$ cat src/rtl/block_stats_pkg.sv
// Shared constants and state encoding for the block statistics engine.
// Latency: n/a (declarations only).
// Backpressure: n/a (declarations only).
package block_stats_pkg;

  localparam int BSC_DATA_WIDTH    = 8;
  localparam int BSC_TOTAL_SAMPLES = 64;
  localparam int LOG2_SAMPLES      = $clog2(BSC_TOTAL_SAMPLES);

  typedef enum logic [1:0] {
    ST_IDLE  = 2'd0,
    ST_ACCUM = 2'd1,
    ST_CALC  = 2'd2,
    ST_DONE  = 2'd3
  } state_e;

endpackage

$ cat src/rtl/pingpong_block_buffer.sv
// Two-bank block store: one bank fills while the other is replayed in arrival order.
// Latency: replay data appears one cycle after replay_start, then one pixel per cycle.
// Backpressure: none; writes are always accepted and a replay never stalls.
module pingpong_block_buffer
  import block_stats_pkg::*;
#(
  parameter int DATA_WIDTH    = BSC_DATA_WIDTH,
  parameter int TOTAL_SAMPLES = BSC_TOTAL_SAMPLES
) (
  input  logic                  clk,
  input  logic                  rst_n,
  input  logic                  wr_vld,
  input  logic [DATA_WIDTH-1:0] wr_dat,
  output logic                  wr_last,
  input  logic                  replay_start,
  output logic                  rd_vld,
  output logic [DATA_WIDTH-1:0] rd_dat
);

  localparam int              PTR_W    = $clog2(TOTAL_SAMPLES);
  localparam logic [PTR_W-1:0] PTR_LAST = PTR_W'(TOTAL_SAMPLES - 1);

  logic [DATA_WIDTH-1:0] bank_mem [2][TOTAL_SAMPLES];

  logic [PTR_W-1:0]      wr_ptr_q, wr_ptr_d;
  logic                  wr_bank_q, wr_bank_d;
  // rd_ptr doubles as the replay counter: it names the next pixel to emit and
  // wrapping back to zero marks the end of the replay.
  logic [PTR_W-1:0]      rd_ptr_q, rd_ptr_d;
  logic                  rd_bank_q, rd_bank_d;
  logic                  rd_vld_q, rd_vld_d;
  logic [DATA_WIDTH-1:0] rd_dat_q, rd_dat_d;

  // Pointer/bank bookkeeping and replay sequencing.
  always_comb begin
    wr_ptr_d  = wr_ptr_q;
    wr_bank_d = wr_bank_q;
    rd_ptr_d  = rd_ptr_q;
    rd_bank_d = rd_bank_q;
    rd_vld_d  = rd_vld_q;
    rd_dat_d  = rd_dat_q;
    wr_last   = wr_vld && (wr_ptr_q == PTR_LAST);

    if (wr_vld) begin
      wr_ptr_d = wr_ptr_q + PTR_W'(1);
      if (wr_last) wr_bank_d = ~wr_bank_q;
    end

    // The completed bank is the one not filling; latch it so a later swap
    // cannot redirect a replay already under way.
    if (replay_start) begin
      rd_bank_d = ~wr_bank_q;
      rd_dat_d  = bank_mem[~wr_bank_q][0];
      rd_vld_d  = 1'b1;
      rd_ptr_d  = PTR_W'(1);
    end else if (rd_vld_q && (rd_ptr_q != '0)) begin
      rd_dat_d  = bank_mem[rd_bank_q][rd_ptr_q];
      rd_ptr_d  = rd_ptr_q + PTR_W'(1);
    end else begin
      rd_vld_d  = 1'b0;
      rd_dat_d  = '0;
    end
  end

  // Pixel storage; contents need no reset because replay only follows a full block.
  always_ff @(posedge clk) begin
    if (wr_vld) bank_mem[wr_bank_q][wr_ptr_q] <= wr_dat;
  end

  // Control state, cleared asynchronously so a reset drops any partial block or replay.
  always_ff @(posedge clk or negedge rst_n) begin
    if (!rst_n) begin
      wr_ptr_q  <= '0;
      wr_bank_q <= 1'b0;
      rd_ptr_q  <= '0;
      rd_bank_q <= 1'b0;
      rd_vld_q  <= 1'b0;
      rd_dat_q  <= '0;
    end else begin
      wr_ptr_q  <= wr_ptr_d;
      wr_bank_q <= wr_bank_d;
      rd_ptr_q  <= rd_ptr_d;
      rd_bank_q <= rd_bank_d;
      rd_vld_q  <= rd_vld_d;
      rd_dat_q  <= rd_dat_d;
    end
  end

  assign rd_vld = rd_vld_q;
  assign rd_dat = rd_dat_q;

endmodule

$ cat src/rtl/block_stats_calc.sv
// Per-block mean/variance of a pixel stream, with the block replayed for the next stage.
// Latency: stats_ready 2 cycles after the last sample's edge; replay starts 1 cycle later.
// Backpressure: none; data_valid gaps simply pause accumulation.
module block_stats_calc
  import block_stats_pkg::*;
#(
  parameter int DATA_WIDTH    = BSC_DATA_WIDTH,
  parameter int TOTAL_SAMPLES = BSC_TOTAL_SAMPLES
) (
  input  logic                    clk,
  input  logic                    rst_n,
  input  logic [DATA_WIDTH-1:0]   data_in,
  input  logic                    data_valid,
  output logic [2*DATA_WIDTH-1:0] mean_of_block,
  output logic [2*DATA_WIDTH-1:0] variance_of_block,
  output logic                    stats_ready,
  output logic [DATA_WIDTH-1:0]   data_out,
  output logic                    data_out_valid,
  output logic [31:0]             block_count
);

  localparam int LOG2_N = $clog2(TOTAL_SAMPLES);
  localparam int SUM_W  = DATA_WIDTH + LOG2_N;
  localparam int SQ_W   = 2*DATA_WIDTH + LOG2_N;
  localparam int OUT_W  = 2*DATA_WIDTH;

  state_e           state_q, state_d;
  logic [SUM_W-1:0] sum_q, sum_d;
  logic [SQ_W-1:0]  sumsq_q, sumsq_d;
  logic [OUT_W-1:0] mean_q, mean_d;
  logic [OUT_W-1:0] ex2_q, ex2_d;
  logic [OUT_W-1:0] var_q, var_d;
  logic             stats_ready_q, stats_ready_d;
  logic [31:0]      block_count_q, block_count_d;
  logic [OUT_W-1:0] sq;
  logic [OUT_W-1:0] mean_sq;
  logic             wr_last;

  pingpong_block_buffer #(
    .DATA_WIDTH   (DATA_WIDTH),
    .TOTAL_SAMPLES(TOTAL_SAMPLES)
  ) u_buf (
    .clk         (clk),
    .rst_n       (rst_n),
    .wr_vld      (data_valid),
    .wr_dat      (data_in),
    .wr_last     (wr_last),
    .replay_start(stats_ready_q),
    .rd_vld      (data_out_valid),
    .rd_dat      (data_out)
  );

  // Accumulation, state sequencing and the two-stage mean/variance pipeline.
  always_comb begin
    state_d       = state_q;
    sum_d         = sum_q;
    sumsq_d       = sumsq_q;
    mean_d        = mean_q;
    ex2_d         = ex2_q;
    var_d         = var_q;
    stats_ready_d = 1'b0;
    block_count_d = block_count_q;
    sq            = OUT_W'(data_in) * OUT_W'(data_in);
    // mean never exceeds DATA_WIDTH bits, so the square fits OUT_W.
    mean_sq       = mean_q * mean_q;

    if (data_valid) begin
      sum_d   = sum_q + SUM_W'(data_in);
      sumsq_d = sumsq_q + SQ_W'(sq);
    end

    case (state_q)
      ST_IDLE: begin
        if (data_valid) state_d = wr_last ? ST_CALC : ST_ACCUM;
      end
      ST_ACCUM: begin
        if (wr_last) state_d = ST_CALC;
      end
      ST_CALC: begin
        // Totals of the finished block are consumed here, so the accumulators
        // restart with whatever sample arrives this cycle.
        mean_d  = OUT_W'(sum_q[SUM_W-1:LOG2_N]);
        ex2_d   = sumsq_q[SQ_W-1:LOG2_N];
        sum_d   = data_valid ? SUM_W'(data_in) : '0;
        sumsq_d = data_valid ? SQ_W'(sq) : '0;
        state_d = ST_DONE;
      end
      ST_DONE: begin
        var_d         = (ex2_q > mean_sq) ? (ex2_q - mean_sq) : '0;
        stats_ready_d = 1'b1;
        block_count_d = block_count_q + 32'd1;
        state_d       = data_valid ? ST_ACCUM : ST_IDLE;
      end
      default: state_d = ST_IDLE;
    endcase
  end

  // All top-level state with asynchronous clear.
  always_ff @(posedge clk or negedge rst_n) begin
    if (!rst_n) begin
      state_q       <= ST_IDLE;
      sum_q         <= '0;
      sumsq_q       <= '0;
      mean_q        <= '0;
      ex2_q         <= '0;
      var_q         <= '0;
      stats_ready_q <= 1'b0;
      block_count_q <= '0;
    end else begin
      state_q       <= state_d;
      sum_q         <= sum_d;
      sumsq_q       <= sumsq_d;
      mean_q        <= mean_d;
      ex2_q         <= ex2_d;
      var_q         <= var_d;
      stats_ready_q <= stats_ready_d;
      block_count_q <= block_count_d;
    end
  end

  // mean is published together with variance so both change on stats_ready only.
  logic [OUT_W-1:0] mean_out_q, mean_out_d;

  // Output mean register, updated alongside the variance.
  always_comb begin
    mean_out_d = mean_out_q;
    if (stats_ready_d) mean_out_d = mean_q;
  end

  // Holding register for the published mean.
  always_ff @(posedge clk or negedge rst_n) begin
    if (!rst_n) mean_out_q <= '0;
    else        mean_out_q <= mean_out_d;
  end

  assign mean_of_block     = mean_out_q;
  assign variance_of_block = var_q;
  assign stats_ready       = stats_ready_q;
  assign block_count       = block_count_q;

endmodule
$ cat config.mk
export PLATFORM = sky130hd
export DESIGN_NAME = block_stats_calc
export DESIGN_NICKNAME = d
export VERILOG_FILES = /design/src/rtl/block_stats_pkg.sv /design/src/rtl/pingpong_block_buffer.sv /design/src/rtl/block_stats_calc.sv
export SDC_FILE = /design/constraint.sdc
export NUM_CORES = 1
export LEC_CHECK = 0
export CELL_PAD_IN_SITES_DETAIL_PLACEMENT = 0
export CELL_PAD_IN_SITES_GLOBAL_PLACEMENT = 1
export CORE_AREA = 2 2 456 458
export CTS_CLUSTER_DIAMETER = 80
export DETAILED_ROUTE_END_ITERATION = 10
export DIE_AREA = 0 0 458 460
export GPL_ROUTABILITY_DRIVEN = 0
export PLACE_DENSITY = 0.52
export SYNTH_ARGS = -nofsm -noshare
export SYNTH_HDL_FRONTEND = slang
export SYNTH_HIERARCHICAL = 1
export SYNTH_SLANG_ARGS = --single-unit
$ cat constraint.sdc
create_clock -name clk -period 7 [get_ports clk]
set_input_delay 1.05 -clock clk [delete_from_list [all_inputs] [get_ports clk]]
set_output_delay 1.05 -clock clk [all_outputs]
set_load 0.02 [all_outputs]
==> results.txt <==
----------------------------------------------------
[Clocking]
  Clock Root Buffer ... clkbuf_16
  Number of post-CTS setup repair buffers ... 0
  Latest clock arrival within the worst-skew pair ... 780 ps
  Count of instances resized after the clock tree is built ... 0
  Clock input transition at the sequential cells of the worst setup and hold paths ... 60 ps
  Bufs on Longest Clock Path ... 3
  Num Clock Sinks ... 1,166
  Hold Buf Count CTS ... 0
  Depth of the CTS H-tree ... 4
  CTS tree ... built
  Number of CTS-inserted buffers ... 140

[Yosys]
  Part of the Yosys area used for sequential elements ... 67.0%
  Number of register bits inferred by synthesis ... 1,166
  Total of warnings raised by yosys ... 6
  Mapped cell area ... 0.0512 mm²
  Distinct cell type count of the synthesized netlist ... 75
  Top flip-flop cell by instance count after synthesis ... edfxtp_1
  Cell types occupying the most area after synthesis ... edfxtp_1, dfrtp_1, mux4_2
  Mean Syn Cell Area ... 16.0 µm²
  Post-synth EDFFs ... 1,024
  Fraction of synthesized cell area taken by the top area cell type ... 60.1%
  Library cell occupying the most area in the post-synthesis netlist ... edfxtp_1
  Instance count of the mapped netlist ... 3,207
  Share of flip-flops with an asynchronous set or reset ... 12.2%

[Timing]
  Total count of hold-check failures in the final report ... 0
  Count of pins over their slew limit ... 0
  Final TNS setup ... 0 ps
  Finish-stage setup viols ... 0
  Unrepaired setup endpoints after global routing ... false
  Period utilization ... 91.1%
  Highest clock frequency the design can meet ... 0.157 GHz
  Worst-Margin Slew ... 1170 ps
  Slew headroom ... 21.5%
  Time the final worst path needs with I/O delays and setup ... 6370 ps
  Worst setup skew after layout ... 34.9 ps

[Power]
  Relative contribution of the clock network to total power ... 31.5%
  Pwr/cell area ... 373 mW/mm²
  Net switching power of the design ... 0.00758 W
  Share of power burned in combinational logic ... 30.4%
  Total internal power ... 0.0146 W
  Pleak ... 21.7 nW
  Proportion of total power due to net switching ... 34.2%
  Worst-case vdd ir drop ... 0.000307 V
  Total chip power ... 0.0222 W
  Share of power burned in registers ... 38.1%

[GRT]
  Vias in the first global route ... 28,874
  Antenna violations before repair ... 6
  Pin count of the biggest net entering global routing ... 111
  GR Overflow Total ... 0
  First-pass GRT wire length ... 209 mm
  Global-route usage over all layers ... 13.5%

[Layout]
  Fraction of final layout cells sized beyond drive strength 1 ... 14.1%
  Area used by multi-input combinational logic ... 0.0155 mm²
  Sequential standard cell area ... 0.0343 mm²
  Final std cells w/o fill ... 6,149
  Area growth syn-to-layout ... 16.3%
  Number of fillers in the final layout ... 20,609
  Layout net count ... 3,510
  Final cell utilization of the core ... 28.9%

[Die]
  Overall die height ... 460 µm
  I/O pin cnt ... 85
  Die Footprint ... 0.211 mm²
  Starting Density ... 24.8%
  Standard-cell row count ... 167
  Die extent in x ... 458 µm
  Area of the core region ... 0.206 mm²

[Place]
  HPWL after detailed placement ... 92.8 mm
  Number of input and output port buffers inserted ... 76
  DP Cell Count ... 5,904

[Worst hold path]
  Path category of the worst min-delay check ... primary input to asynchronous set/reset pin

[Routing]
  Residual antenna-violating net count after detailed routing ... 0
  First-pass DRT Iterations ... 7
  Wire length per cell ... 23.3 µm
  Total number of vias ... 27,979
  Iter 0 DRT Violations ... 2,059
  Average via count per standard cell ... 4.55
  Remaining design rule violation count ... 0
  Total wire length ... 144 mm

[Setup path]
  Worst endpoint data arrival time ... 6980 ps
  Startpoint kind of the worst setup timing path ... flip-flop
  Required time of the critical path ... 7600 ps
  Worst setup path category ... flip-flop to flip-flop
  Worst-path fanout max ... 16
  Path depth of the worst reg2reg path ... 21
  Crit path capture type ... flip-flop

[Outcome]
  Status ... finished clean

[Flow run]
  Max Cap Viol ... 0

----------------------------------------------------
layout by cell type (no fill, tap or decap), types with 24 or more instances in the layout:
master,count
a211oi_1,24
a21oi_1,66
a22oi_1,131
and2_1,49
buf_4,67
clkbuf_1,25
clkbuf_16,140
clkdlybuf4s50_1,66
clkinv_1,34
dfrtp_1,138
edfxtp_1,1024
fa_1,51
ha_1,105
inv_1,140
mux2_2,39
mux2i_1,270
mux4_2,147
nand2_1,139
nand3_1,97
nand4_1,38
nor2_1,197
nor2b_1,24
o21ai_0,49
xnor2_1,64
xor2_1,43
final cells by class:
class | count | share of cell area [%]
well taps | 2704 | 5.69
multi-input cells | 1749 | 26.0
repair buffers | 143 | 2.25
diodes | 2 | 0.00841
clock buffers | 167 | 6.09
clock inverters | 76 | 1.36
inverters | 142 | 0.896
flip-flops and latches | 1166 | 57.7
kinds of logic after synthesis:
| group | Yosys count | synth area share [%] |
|---|---|---|
| flip-flops | 1166 | 67.0 |
| other | 2 | 0.0147 |
| XOR/XNOR | 107 | 1.83 |
| multiplexers | 456 | 12.6 |
| adder cells (fa/ha/maj) | 157 | 4.59 |
| AO/OA/AOI/OAI | 385 | 5.13 |
| AND/OR/NAND/NOR | 634 | 5.94 |
| buffers and inverters | 300 | 2.83 |
cells in the mapped netlist (6+ instances only):
master and instances:
edfxtp_1 1024, mux2i_1 270, nor2_1 198, mux4_2 147, dfrtp_1 142, inv_1 140
nand2_1 139, a22oi_1 131, ha_1 106, nand3_1 97, a21oi_1 66, xnor2_1 64
clkbuf_1 61, fa_1 51, and2_1 50, o21ai_0 49, xor2_1 43, mux2_2 39
nand4_1 38, buf_2 35, nor2b_1 28, a211oi_1 24, buf_6 24, and3_1 21
buf_4 21, o22ai_1 21, a31oi_1 20, buf_1 15, nor3_1 14, a21o_1 13
nand2b_1 13, a22o_1 9, a211o_1 8, nor4_1 6
metrics by stage:
stage / hold slack [ps] / worst slack, ps / cell area (µm²)
3_3_place_gp: 472 / 265 / 55100
4_1_cts: 215 / 553 / 59500
6_report: 257 / 625 / 59500
5_1_grt: 246 / 141 / 59500
3_5_place_dp: 484 / 312 / 55100
2_1_floorplan: 454 / 694 / 51200
power groups by stage:
stage	Sequential (W)	Combinational [W]	Clock (W)
finish	0.00845	0.00675	0.00699
global route	0.00850	0.00735	0.00748
CTS	0.00846	0.00686	0.00719
detailed placement	0.00859	0.00682	0
global placement	0.00859	0.00685	0
floorplan	0.00834	0.00462	0
sequential cells by signal, indices dropped and copies added (netlist names), 2 cells and up:
name / flops
u_buf/bank_mem: 1024
block_count: 32
mean_q: 8
u_buf/rd_dat: 8
ex2_q: 16
sum_q: 14
sumsq_q: 22
state_q: 2
variance_of_block: 16
u_buf/wr_ptr_q: 6
u_buf/rd_ptr_q: 6
mean_of_block: 8
per-layer routing:
layer / track usage [%] / vias up / part of all wire [%]
met5: 0 / - / 0.031
met4: 4.34 / 8 / 2.7
met3: 3.18 / 199 / 5.8
met2: 21.6 / 654 / 47
met1: 18.1 / 14512 / 44
li1: - / 12606 / -
path summary, 6_finish.rpt:
path	from	end	slack [ps]
max in group asynchronous	rst_n	u_buf/rd_ptr_q[1]	5500
worst max register to register	mean_q[4]	variance_of_block[3]	630
min in group clk	block_count[13]	block_count[13]	490
worst max-delay path	mean_q[4]	variance_of_block[3]	630
worst min register to register	block_count[13]	block_count[13]	490
worst min-delay path	rst_n	block_count[19]	260
critical path, cell delays in order, from the launching register on:
cell and delay, ps:
dfrtp_1 640, and2_1 250, inv_1 70, fa_1 420
fa_1 500, inv_1 40, ha_1 260, inv_1 50
fa_1 530, inv_1 40, ha_1 340, nor2b_1 160
o31a_1 270, o211ai_1 230, a21oi_1 120, a2111oi_2 440
xor2_1 210, ha_1 310, a21o_1 200, a211o_1 300
o21ai_2 590, o22ai_1 210
(Power assumes the default switching activity.)
